**src/rtl/hazard_unit_if.sv**
```systemverilog
// Signal bundle between the pipeline datapath and the hazard unit.
// master drives the ID/EX observations; slave is the hazard unit itself.
interface hazard_unit_if #(
  parameter int STALL_CNT_W = 16
);
  logic [5:0]             id_opcode;
  logic [4:0]             id_rs;
  logic [4:0]             id_rt;
  logic                   ex_mem_read;
  logic [4:0]             ex_rd;
  logic                   ex_div;
  logic                   branch_taken;
  logic                   hazard;
  logic                   pc_write;
  logic                   ifid_write;
  logic                   ifid_flush;
  logic                   idex_flush;
  logic                   div_busy;
  logic [STALL_CNT_W-1:0] stall_cycles;

  modport master (
    output id_opcode, id_rs, id_rt, ex_mem_read, ex_rd, ex_div, branch_taken,
    input  hazard, pc_write, ifid_write, ifid_flush, idex_flush, div_busy, stall_cycles
  );

  modport slave (
    input  id_opcode, id_rs, id_rt, ex_mem_read, ex_rd, ex_div, branch_taken,
    output hazard, pc_write, ifid_write, ifid_flush, idex_flush, div_busy, stall_cycles
  );
endinterface

```
**src/rtl/hazard_unit.sv**
```systemverilog
// Pipeline hazard detector: load-use stall, multi-cycle DIV hold, taken-branch
// flush, plus a saturating count of bubble cycles.
module hazard_unit #(
  parameter int DIV_CYCLES  = 4,
  parameter int STALL_CNT_W = 16
) (
  input  logic          clk,
  input  logic          reset_n,
  hazard_unit_if.slave  bus
);
  localparam int CNT_W = $clog2(DIV_CYCLES) + 1;
  localparam logic [CNT_W-1:0] CNT_LOAD = CNT_W'(DIV_CYCLES - 1);
  localparam logic [CNT_W-1:0] CNT_ONE  = CNT_W'(1);

  typedef enum logic {IDLE, BUSY} state_t;

  state_t                 state, state_n;
  logic [CNT_W-1:0]       cnt, cnt_n;
  logic [STALL_CNT_W-1:0] stall_q;
  logic                   rs_used, rt_used, lu, div_stall;
  logic                   hazard_c;

  // Which source fields the ID opcode actually reads.
  always_comb begin
    rs_used = 1'b0;
    rt_used = 1'b0;
    if (bus.id_opcode >= 6'd1 && bus.id_opcode <= 6'd11 &&
        bus.id_opcode != 6'd7 && bus.id_opcode != 6'd5)
      rs_used = 1'b1;
    if (bus.id_opcode == 6'd1 || bus.id_opcode == 6'd6 ||
        bus.id_opcode == 6'd9 || bus.id_opcode == 6'd11)
      rt_used = 1'b1;
  end

  // r0 is hardwired, so a load targeting it never creates a dependency.
  assign lu = bus.ex_mem_read && (bus.ex_rd != 5'd0) &&
              (((bus.ex_rd == bus.id_rs) && rs_used) ||
               ((bus.ex_rd == bus.id_rt) && rt_used));

  // The entry cycle stalls combinationally, before the FSM has moved to BUSY.
  assign div_stall = ((state == IDLE) && bus.ex_div) || (state == BUSY);

  // DIV hold FSM next-state: count down the remaining EX occupancy.
  always_comb begin
    state_n = state;
    cnt_n   = cnt;
    case (state)
      IDLE: if (bus.ex_div && (DIV_CYCLES > 1)) begin
        cnt_n   = CNT_LOAD;
        state_n = BUSY;
      end
      BUSY: begin
        cnt_n = cnt - CNT_ONE;
        if (cnt == CNT_ONE) state_n = IDLE;
      end
      default: state_n = IDLE;
    endcase
  end

  // Pipeline control resolution; DIV hold outranks branch, branch masks load-use.
  always_comb begin
    hazard_c        = 1'b0;
    bus.pc_write    = 1'b1;
    bus.ifid_write  = 1'b1;
    bus.ifid_flush  = 1'b0;
    bus.idex_flush  = 1'b0;
    if (reset_n) begin
      if (div_stall || (!bus.branch_taken && lu)) begin
        hazard_c       = 1'b1;
        bus.pc_write   = 1'b0;
        bus.ifid_write = 1'b0;
      end else if (bus.branch_taken) begin
        bus.ifid_flush = 1'b1;
        bus.idex_flush = 1'b1;
      end
    end
  end

  // FSM state, countdown and saturating bubble counter.
  always_ff @(posedge clk) begin
    if (!reset_n) begin
      state   <= IDLE;
      cnt     <= '0;
      stall_q <= '0;
    end else begin
      state <= state_n;
      cnt   <= cnt_n;
      if (hazard_c && (stall_q != '1))
        stall_q <= stall_q + 1'b1;
    end
  end

  assign bus.hazard       = hazard_c;
  assign bus.div_busy     = (state == BUSY);
  assign bus.stall_cycles = stall_q;
endmodule

```
**src/flat_wrapper.sv**
```systemverilog
// flat-port wrapper written by rule: the top's interface ports become plain ports
module hazard_unit_flat 
#(
  parameter int DIV_CYCLES  = 4,
  parameter int STALL_CNT_W = 16
)
  (clk, reset_n, bus_id_opcode, bus_id_rs, bus_id_rt, bus_ex_mem_read, bus_ex_rd, bus_ex_div, bus_branch_taken, bus_hazard, bus_pc_write, bus_ifid_write, bus_ifid_flush, bus_idex_flush, bus_div_busy, bus_stall_cycles);
  hazard_unit_if #(.STALL_CNT_W(STALL_CNT_W)) bus_i ();
  input  logic clk;
  input  logic reset_n;
  input wire logic [$bits(bus_i.id_opcode)-1:0] bus_id_opcode;
  input wire logic [$bits(bus_i.id_rs)-1:0] bus_id_rs;
  input wire logic [$bits(bus_i.id_rt)-1:0] bus_id_rt;
  input wire logic [$bits(bus_i.ex_mem_read)-1:0] bus_ex_mem_read;
  input wire logic [$bits(bus_i.ex_rd)-1:0] bus_ex_rd;
  input wire logic [$bits(bus_i.ex_div)-1:0] bus_ex_div;
  input wire logic [$bits(bus_i.branch_taken)-1:0] bus_branch_taken;
  output wire logic [$bits(bus_i.hazard)-1:0] bus_hazard;
  output wire logic [$bits(bus_i.pc_write)-1:0] bus_pc_write;
  output wire logic [$bits(bus_i.ifid_write)-1:0] bus_ifid_write;
  output wire logic [$bits(bus_i.ifid_flush)-1:0] bus_ifid_flush;
  output wire logic [$bits(bus_i.idex_flush)-1:0] bus_idex_flush;
  output wire logic [$bits(bus_i.div_busy)-1:0] bus_div_busy;
  output wire logic [$bits(bus_i.stall_cycles)-1:0] bus_stall_cycles;
  assign bus_i.id_opcode = bus_id_opcode;
  assign bus_i.id_rs = bus_id_rs;
  assign bus_i.id_rt = bus_id_rt;
  assign bus_i.ex_mem_read = bus_ex_mem_read;
  assign bus_i.ex_rd = bus_ex_rd;
  assign bus_i.ex_div = bus_ex_div;
  assign bus_i.branch_taken = bus_branch_taken;
  assign bus_hazard = bus_i.hazard;
  assign bus_pc_write = bus_i.pc_write;
  assign bus_ifid_write = bus_i.ifid_write;
  assign bus_ifid_flush = bus_i.ifid_flush;
  assign bus_idex_flush = bus_i.idex_flush;
  assign bus_div_busy = bus_i.div_busy;
  assign bus_stall_cycles = bus_i.stall_cycles;
  hazard_unit #(.DIV_CYCLES(DIV_CYCLES), .STALL_CNT_W(STALL_CNT_W)) u_core (.clk(clk), .reset_n(reset_n), .bus(bus_i));
endmodule
```
**config.mk**
```make
export PLATFORM = sky130hd
export DESIGN_NAME = hazard_unit_flat
export DESIGN_NICKNAME = d
export VERILOG_FILES = /design/src/rtl/hazard_unit_if.sv /design/src/rtl/hazard_unit.sv /design/src/flat_wrapper.sv
export SDC_FILE = /design/constraint.sdc
export NUM_CORES = 1
export LEC_CHECK = 0
export ABC_AREA = 1
export ABC_CLOCK_PERIOD_IN_PS = 2790
export CELL_PAD_IN_SITES_DETAIL_PLACEMENT = 1
export CELL_PAD_IN_SITES_GLOBAL_PLACEMENT = 1
export CORE_ASPECT_RATIO = 0.7
export CORE_MARGIN = 2
export CORE_UTILIZATION = 31
export CTS_CLUSTER_DIAMETER = 80
export DETAILED_ROUTE_END_ITERATION = 7
export GPL_TIMING_DRIVEN = 1
export PLACE_DENSITY = 0.87
export SLEW_MARGIN = 15
export SYNTH_ARGS = -nofsm -noshare
export SYNTH_HDL_FRONTEND = slang
export SYNTH_SLANG_ARGS = --single-unit
```
**constraint.sdc**
```tcl
create_clock -name clk -period 2.79 [get_ports clk]
set_input_delay 0.837 -clock clk [delete_from_list [all_inputs] [get_ports clk]]
set_output_delay 0.837 -clock clk [all_outputs]
set_load 0.02 [all_outputs]
```
==> results of run 1 <==
[registers in the layout, indices dropped and copies added, names as in the netlist]
signal,flops
u_core.bus.div_busy,1
u_core.bus.stall_cycles,16
u_core.cnt,3
[power by group through the flow]
stage	Sequential (mW)	Clock, mW	Combinational (mW)
final	0.301	0.231	0.146
after global routing	0.303	0.245	0.162
after CTS	0.301	0.233	0.148
after detailed placement	0.308	0	0.155
after global placement	0.308	0	0.149
after floorplan	0.310	0	0.0715
[per-stage QoR]
step | power [mW] | hold WS [ps] | instance area (µm²) | setup TNS, ps
3_5_place_dp | 0.462 | 481 | 2020 | -3300
5_1_grt | 0.710 | 535 | 2040 | 0
3_3_place_gp | 0.457 | 466 | 2020 | -3060
4_1_cts | 0.681 | 496 | 2070 | 0
2_1_floorplan | 0.382 | 456 | 1470 | 0
6_report | 0.678 | 499 | 2040 | 0
[how the worst max path moves through the flow]
| stage | slack (ps) | end |
|---|---|---|
| after floorplan | 60 | bus_ifid_flush |
| after CTS | 10 | bus_ifid_write |
| after detailed placement | -790 | bus_ifid_write |
| after global routing | 0.6 | bus_ifid_write |
| final | 80 | bus_pc_write |
| after global placement | -730 | bus_ifid_write |
[per-layer routing]
| metal | vias to the layer above | share of wire (%) | GRT usage [%] |
|---|---|---|---|
| met1 | 732 | 50 | 25.5 |
| met3 | 2 | 2.6 | 3.22 |
| met2 | 19 | 47 | 32.4 |
| li1 | 807 | - | - |
| met5 | - | 0 | 0 |
| met4 | 0 | 0.45 | 2.01 |
[what timing repair did]
item                       4_1_cts  5_1_grt
resized for setup               58       29
pin swaps                       13       20
setup buffers                    1        0
setup endpoints to repair        5        4
[area by class of cell]
| cell class | instances | area share [%] |
|---|---|---|
| Multi-Input combinational cell | 167 | 45.9 |
| Inverter | 30 | 5.53 |
| Timing Repair Buffer | 56 | 22.9 |
| Clock buffer | 4 | 2.70 |
| Sequential cell | 20 | 19.7 |
| Tap cell | 55 | 3.38 |
[Yosys cell counts (all sizes together) (2+ instances only)]
cell type,count,area [µm²]
xor2,10,87.6
xnor2,8,70.1
inv,30,113
nor2,26,105
nor3,3,26.3
nand3,23,120
nand4,2,12.5
buf,6,41.3
a21oi,19,133
nand2,67,269
ha,3,37.5
dfxtp,20,400
[cell families (layout without fill, tap and decap cells)]
group           count (synthesis)  count (layout)  share of synthesized area, %
fa+ha+maj                       3               3                          2.56
flops                          20              20                          27.3
compound gates                 22              22                          10.4
simple gates                  124             124                          38.2
xor+xnor                       18              18                          10.8
buf+inv                        37              90                          10.8
[critical path, delay by kind of cell]
family / cells / cell delay, ps
buf+inv: 4 / 770
simple gates: 3 / 270
==> summary.txt, run 1 <==
Run status
  – Status: finished clean

Run
  – Max-cap viol count: 0

Power
  – Reg power frac: 44.4%
  – Peak VDD IR: 0.187 mV
  – Comb pwr share: 21.5%
  – Sw frac: 28.6%
  – P_int: 0.484 mW
  – Power Dens Cells: 333 mW/mm²
  – Clock network power share: 34.0%
  – Leak pwr: 0.876 nW
  – Sw power: 0.194 mW

Clocking
  – CTS tree: yes
  – Clk_lat worst skew: 260 ps
  – Hold buffers post-CTS: 0
  – CTS Buf Count: 3
  – Sink Count: 20
  – Clock Tree Root: clkbuf_8
  – Largest buffer count on any clock path: 2
  – Htree depth: 1
  – Worst-path clk slew: 80 ps

STA
  – Fmax: 369 MHz
  – Max-slew violations: 0
  – Slew margin rel.: 75.2%
  – RSZ-0062 raised after global routing: no
  – Final Skew: 0.914 ps
  – Min Clock Period, post-route: 2710 ps
  – Worst-margin pin slew: 370 ps
  – Final WS setup: 80.8 ps
  – Setup violations, final: 0
  – Final hold violations: 0
  – Final period util: 97.1%

Worst setup path
  – FF-to-FF Start: u_core.bus.stall_cycles[0]
  – R2R Setup Slk: 760 ps
  – Setup crit start: bus_ex_div
  – Worst-path cell chain: clkdlybuf4s50_1, nor2_2, nor2_1, inv_1, nand2_2, inv_2, buf_6
  – Crit path required time: 1950 ps
  – Critical Path AT: 1870 ps
  – Nature of the critical path startpoint: input pin
  – Crit. End Element: output pin
  – Worst Path Class, Setup: input pin to output pin
  – Slowest-stage cell, CP: clkdlybuf4s50_1
  – Max incr delay on CP: 510 ps
  – Crit Reg-Reg Endpoint: u_core.bus.stall_cycles[10]
  – Crit Path Max Fanout: 4
  – Worst r2r path cells: 9

Route
  – Total detailed-routing wirelength: 4.63 mm
  – DR WL/cell: 13.9 µm
  – Via density: 4.70
  – DR pass1 iterations: 4
  – Initial DRC count: 55
  – Antenna viol nets, final: 0
  – DR DRC count: 0
  – Routed vias: 1560

Final layout
  – Commonest non-fill, non-tap cell in the layout: nand2_1
  – Area Growth Syn to Fin: 39.0%
  – Register area: 400 µm²
  – Final Util: 46.0%
  – Filler Cell Count: 592
  – Final net count: 307
  – N_diodes: 0
  – Final cell count without fillers: 332
  – Most frequent cells in the layout: nand2_1, inv_1, nor2_1, nand3_1
  – Share of cells above drive strength 1: 20.9%
  – Area of the multi-input gates: 935 µm²

GRT
  – Initial antenna violation count: 0
  – Largest net degree at the start of global routing: 18
  – First-pass GRT wire length: 7.63 mm
  – Vias in the first global route: 1542
  – GRT Total Usage: 18.6%
  – Gr ovfl total: 0

Synthesis
  – Sequential element share of the synthesized area: 27.3%
  – Syn avg cell area: 6.54 µm²
  – Mapped Nets: 253
  – Ys flop type: dfxtp_1
  – Area of the mapped netlist: 0.00147 mm²
  – Syn Inst Count: 224
  – Seq cells post-synth: 20
  – FFs w/ async S/R, synth: 0%
  – EDFF count, synth: 0
  – Ys Warns: 0
  – Synth unique cells: 28

Die
  – Die W: 86.2 µm
  – Die Area: 0.00530 mm²
  – Die Height: 61.5 µm
  – Io pins: 48
  – Starting density of the core: 33.1%
  – # rows: 20
  – Core ar.: 0.00443 mm²

Place
  – Placed Instances: 327
  – Pre-CTS WS: -790 ps
  – GPL Wtd Cong: 0.811
  – DP Wirelength: 3.72 mm
  – PortBufs: 47

Worst hold path
  – Hold Path Class: flip-flop to flip-flop
  – Hold depth: 2
  – Hold EP: u_core.bus.div_busy
  – Hold Startpoint: u_core.cnt[2]
Note: power is estimated with default switching activity, not from simulation.
==> run 2, diff against run 1 <==
--- a/config.mk
+++ b/config.mk
@@ -7,14 +7,13 @@
 export LEC_CHECK = 0
 export ABC_AREA = 1
 export ABC_CLOCK_PERIOD_IN_PS = 2790
+export CAP_MARGIN = 40
 export CELL_PAD_IN_SITES_DETAIL_PLACEMENT = 1
 export CELL_PAD_IN_SITES_GLOBAL_PLACEMENT = 1
-export CORE_ASPECT_RATIO = 0.7
 export CORE_MARGIN = 2
 export CORE_UTILIZATION = 31
 export CTS_CLUSTER_DIAMETER = 80
 export DETAILED_ROUTE_END_ITERATION = 7
-export GPL_TIMING_DRIVEN = 1
 export PLACE_DENSITY = 0.87
 export SLEW_MARGIN = 15
 export SYNTH_ARGS = -nofsm -noshare
==> summary.txt, run 2 (same netlist as run 1, synthesis figures left out) <==
Clocking
  – Clk_lat worst skew: 260 ps
  – Sink Count: 20
  – Clock Tree Root: clkbuf_8
  – Htree depth: 1
  – CTS Buf Count: 3
  – CTS tree: yes
  – Largest buffer count on any clock path: 2
  – Worst-path clk slew: 80 ps
  – Hold buffers post-CTS: 0

GRT
  – First-pass GRT wire length: 7.09 mm
  – Largest net degree at the start of global routing: 20
  – Initial antenna violation count: 0
  – Gr ovfl total: 0
  – GRT Total Usage: 16.6%
  – Vias in the first global route: 1599

Route
  – Routed vias: 1578
  – DR pass1 iterations: 4
  – Initial DRC count: 69
  – Antenna viol nets, final: 0
  – Total detailed-routing wirelength: 4.17 mm
  – DR DRC count: 0
  – Via density: 4.78
  – DR WL/cell: 12.6 µm

Final layout
  – Commonest non-fill, non-tap cell in the layout: nand2_1
  – Filler Cell Count: 615
  – Final Util: 43.9%
  – Share of cells above drive strength 1: 17.4%
  – Most frequent cells in the layout: nand2_1, inv_1, nor2_1, nand3_1
  – Area Growth Syn to Fin: 38.6%
  – N_diodes: 0
  – Final net count: 306
  – Layout Cell Area excl Fill: 0.00203 mm²
  – Largest register FFs: 16

Die
  – Die Height: 72.8 µm
  – Core ar.: 0.00463 mm²
  – # rows: 25
  – Die Area: 0.00529 mm²
  – Starting density of the core: 31.6%
  – Die W: 72.8 µm
  – Io pins: 48

Worst hold path
  – Hold Path Class: flip-flop to flip-flop
  – Hold EP: u_core.bus.div_busy
  – Hold depth: 2
  – Hold Startpoint: u_core.cnt[2]

STA
  – Setup violations, final: 0
  – RSZ-0062 raised after global routing: no
  – Final hold violations: 0
  – Sum of negative setup slack: 0 ps
  – Final period util: 95.8%
  – Final WS setup: 118 ps
  – Final Skew: 0.969 ps
  – Worst-margin pin slew: 368 ps
  – Min Clock Period, post-route: 2670 ps
  – Fmax: 374 MHz
  – Max-slew violations: 0
  – Slew margin rel.: 75.3%

Worst setup path
  – Crit path top cell by count: nand2_1
  – Slowest-stage cell, CP: dlygate4sd2_1
  – FF-to-FF Start: u_core.bus.stall_cycles[0]
  – Critical path buffers and inverters: 3
  – R2R Setup Slk: 770 ps
  – Critical Path AT: 1840 ps
  – Max incr delay on CP: 240 ps
  – Worst-path cell chain: dlygate4sd2_1, xnor2_1, nand2_1, nor2_1, nand2_1, nand2_1, nand2_1, nand2_2, inv_2, buf_6
  – Worst Path Class, Setup: input pin to output pin
  – Crit Reg-Reg Endpoint: u_core.bus.stall_cycles[13]
  – Nature of the critical path startpoint: input pin
  – Crit path max-delay family: simple AND/OR/NAND/NOR gates
  – Crit path required time: 1950 ps
  – Crit Path Max Fanout: 3
  – Crit. End Element: output pin
  – Worst r2r path cells: 9

Power
  – Peak VDD IR: 0.294 mV
  – Power after layout: 0.670 mW
  – Leak pwr: 0.882 nW
  – Power Dens Cells: 330 mW/mm²

Run status
  – Status: finished clean

Run
  – Max-cap viol count: 0

Place
  – PortBufs: 47
  – Cell Area, Placed: 0.00201 mm²
  – DP Wirelength: 3.27 mm
  – Pre-CTS WS: -684 ps
  – GPL Wtd Cong: 0.842
==> run 2: changes by cell type in the layout (fill, tap and decap cells not counted), moves of 2 or more <==
| cell | delta |
|---|---|
| clkdlybuf4s15_1 | -2 |
| clkbuf_2 | -4 |
| nor2_1 | +2 |
| dlygate4sd2_1 | +5 |
| nor2_2 | -2 |
==> run 2: final cells by class <==
class                   count  area (µm²)  area share [%]
multi-input cells         167         918            45.2
repair buffers             55         477            23.5
flip-flops and latches     20         400            19.7
inverters                  30         113            5.55
well taps                  54        67.6            3.33
clock buffers               4        55.1            2.71
==> run 2: power by group <==
part | internal, mW | switching (mW)
sequential | 0.293 | 0.00846
combinational | 0.0647 | 0.0763
clock | 0.126 | 0.102
total | 0.483 | 0.187
==> run 2: worst min-delay path, delay by kind of cell, from the launching register on <==
kind	cells	cell delay [ps]
flip-flops	1	330
buffers and inverters	1	50
AO/OA/AOI/OAI	1	60
==> run 2: routing by layer <==
layer	track usage (%)	vias to the layer above	share of wire, %
met2	29.6	18	50
li1	-	803	-
met3	3.31	2	3.0
met4	2.47	0	0.53
met5	0	-	0
met1	21.1	755	47
==> run 2: worst max path at each step <==
| stage | end | slack (ps) | startpoint | depth (start not counted) |
|---|---|---|---|---|
| after floorplan | bus_ifid_flush | 60 | bus_branch_taken | 3 |
| after global placement | bus_hazard | -640 | bus_id_opcode[2] | 10 |
| after detailed placement | bus_hazard | -680 | bus_id_opcode[2] | 10 |
| after CTS | bus_pc_write | 9 | reset_n | 7 |
| after global routing | bus_ifid_write | 2 | bus_ex_rd[1] | 12 |
| final | bus_pc_write | 120 | bus_id_rs[4] | 10 |
==> run 2: timing repair <==
action,CTS,global route
pin swaps,13,13
buffers inserted,0,1
setup endpoints to repair,5,5
gates resized for setup,52,21
==> run 2: through the flow <==
stage / hold slack (ps) / cells
detailed placement: 480 / 325
CTS: 486 / 329
finish: 483 / 330
global placement: 466 / 325
global route: 505 / 330
floorplan: 456 / 224
==> run 3, diff against run 2 <==
--- a/config.mk
+++ b/config.mk
@@ -6,15 +6,15 @@
 export NUM_CORES = 1
 export LEC_CHECK = 0
 export ABC_AREA = 1
-export ABC_CLOCK_PERIOD_IN_PS = 2790
+export ABC_CLOCK_PERIOD_IN_PS = 3400
 export CAP_MARGIN = 40
 export CELL_PAD_IN_SITES_DETAIL_PLACEMENT = 1
 export CELL_PAD_IN_SITES_GLOBAL_PLACEMENT = 1
 export CORE_MARGIN = 2
-export CORE_UTILIZATION = 31
+export CORE_UTILIZATION = 34
 export CTS_CLUSTER_DIAMETER = 80
 export DETAILED_ROUTE_END_ITERATION = 7
-export PLACE_DENSITY = 0.87
+export PLACE_DENSITY = 0.94
 export SLEW_MARGIN = 15
 export SYNTH_ARGS = -nofsm -noshare
 export SYNTH_HDL_FRONTEND = slang
==> constraint.sdc (replaced) <==
create_clock -name clk -period 3.4 [get_ports clk]
set_input_delay 1.02 -clock clk [delete_from_list [all_inputs] [get_ports clk]]
set_output_delay 1.02 -clock clk [all_outputs]
set_load 0.02 [all_outputs]
==> summary.txt, run 3 (same netlist as run 1, synthesis figures left out) <==
Die
  – Core ar.: 0.00409 mm²
  – Die Area: 0.00485 mm²
  – Die W: 69.6 µm
  – Io pins: 48
  – Starting density of the core: 35.9%
  – Die Height: 69.6 µm
  – # rows: 23

GRT
  – GRT Total Usage: 20.4%
  – Largest net degree at the start of global routing: 20
  – Initial antenna violation count: 0
  – Vias in the first global route: 1733
  – Gr ovfl total: 0
  – First-pass GRT wire length: 8.01 mm

Route
  – Antenna viol nets, final: 0
  – DR DRC count: 0
  – Total detailed-routing wirelength: 4.73 mm
  – DR pass1 iterations: 4
  – Routed vias: 1592
  – DR WL/cell: 14.5 µm
  – Initial DRC count: 42
  – Via density: 4.90

Final layout
  – Share of cells above drive strength 1: 13.1%
  – Largest register FFs: 16
  – Final cell count without fillers: 325
  – Most frequent cells in the layout: nand2_1, clkdlybuf4s50_1, inv_1, nor2_1, nand3_1
  – Area Growth Syn to Fin: 42.4%
  – Final Util: 51.1%
  – Commonest non-fill, non-tap cell in the layout: nand2_1
  – Final net count: 305
  – N_diodes: 0
  – Filler Cell Count: 549

STA
  – Slew margin rel.: 73.4%
  – RSZ-0062 raised after global routing: no
  – Setup violations, final: 0
  – Min Clock Period, post-route: 3350 ps
  – Final hold violations: 0
  – Final period util: 98.4%
  – Fmax: 299 MHz
  – Final Skew: 5.46 ps
  – Worst-margin pin slew: 395 ps
  – Max-slew violations: 0

Worst setup path
  – Setup crit start: reset_n
  – Crit Path Max Fanout: 4
  – Crit Reg-Reg Endpoint: u_core.bus.stall_cycles[7]
  – Critical Path AT: 2330 ps
  – FF-to-FF Start: u_core.bus.stall_cycles[0]
  – Crit path required time: 2380 ps
  – Worst Path Class, Setup: input pin to output pin
  – Crit. End Element: output pin
  – Nature of the critical path startpoint: input pin
  – R2R Setup Slk: 1320 ps
  – Worst Setup EP: bus_idex_flush
  – Worst r2r path cells: 9

Clocking
  – Sink Count: 20
  – Largest buffer count on any clock path: 2
  – Post-CTS Repair Setup Buffers: 0
  – Htree depth: 1
  – CTS Buf Count: 3
  – Worst-path clk slew: 90 ps
  – CTS tree: yes
  – Clock Tree Root: clkbuf_8
  – Clk_lat worst skew: 270 ps

Power
  – Leak pwr: 0.945 nW
  – Power Dens Cells: 297 mW/mm²
  – Peak VDD IR: 0.265 mV

Place
  – DP Wirelength: 3.68 mm
  – Placed Instances: 321
  – PortBufs: 47
  – GPL Wtd Cong: 0.812

Run status
  – Status: finished clean

Run
  – Max-cap viol count: 0

Worst hold path
  – Hold Path Class: flip-flop to flip-flop
==> run 3: how the worst min path moves through the flow <==
stage                                      from                           to  slack [ps]  depth (start not counted)
CTS                 u_core.bus.stall_cycles[15]  u_core.bus.stall_cycles[15]         500                          2
global route        u_core.bus.stall_cycles[15]  u_core.bus.stall_cycles[15]         530                          2
global placement                  u_core.cnt[2]          u_core.bus.div_busy         470                          2
floorplan                         u_core.cnt[2]          u_core.bus.div_busy         460                          2
detailed placement  u_core.bus.stall_cycles[15]  u_core.bus.stall_cycles[15]         480                          2
finish              u_core.bus.stall_cycles[15]  u_core.bus.stall_cycles[15]         490                          2
==> run 3: worst max-delay path, cell delays in order <==
cell and delay (ps):
clkdlybuf4s50_1 550, inv_2 80, nor4_1 190, buf_4 160
dlygate4sd2_1 320
==> run 3: timing repair <==
item                                    CTS  global route
endpoints found under the setup margin    5             4
pin swaps                                 0             4
hold buffers                              0             0
gates resized for setup                  23            11
hold endpoints to repair                  0             0
==> run 3: report_power, final <==
group | switching [mW] | total [mW] | internal [mW] | leakage (nW)
combinational | 0.0633 | 0.120 | 0.0564 | 0.747
clock | 0.0939 | 0.252 | 0.158 | 0.0357
sequential | 0.00739 | 0.248 | 0.240 | 0.162
==> run 3: area by class of cell <==
type / count / area [µm²] / share of cell area [%]
Inverter: 30 / 113 / 5.40
Clock inverter: 1 / 30.0 / 1.44
Tap cell: 50 / 62.6 / 3.00
Sequential cell: 20 / 400 / 19.2
Clock buffer: 3 / 41.3 / 1.98
Multi-Input combinational cell: 167 / 912 / 43.7
Timing Repair Buffer: 54 / 528 / 25.3
==> run 3: metrics by stage <==
step           cell area (µm²)  power, mW  worst slack [ps]  setup TNS, ps  hold slack (ps)
2_1_floorplan             1470      0.313               229              0              456
3_3_place_gp              2010      0.372              -391          -1530              467
3_5_place_dp              2010      0.379              -477          -1830              484
4_1_cts                   2060      0.627             0.288              0              499
5_1_grt                   2090      0.644              4.67              0              527
6_report                  2090      0.619              53.0              0              492
==> run 3: routing by layer <==
layer	vias to the layer above	GRT usage (%)	wire length (µm)	part of all wire, %
li1	803	-	-	-
met3	8	3.92	133	2.8
met2	29	38.2	2550	54
met5	-	0	0	0
met4	0	7.26	80	1.7
met1	752	22.8	1970	42
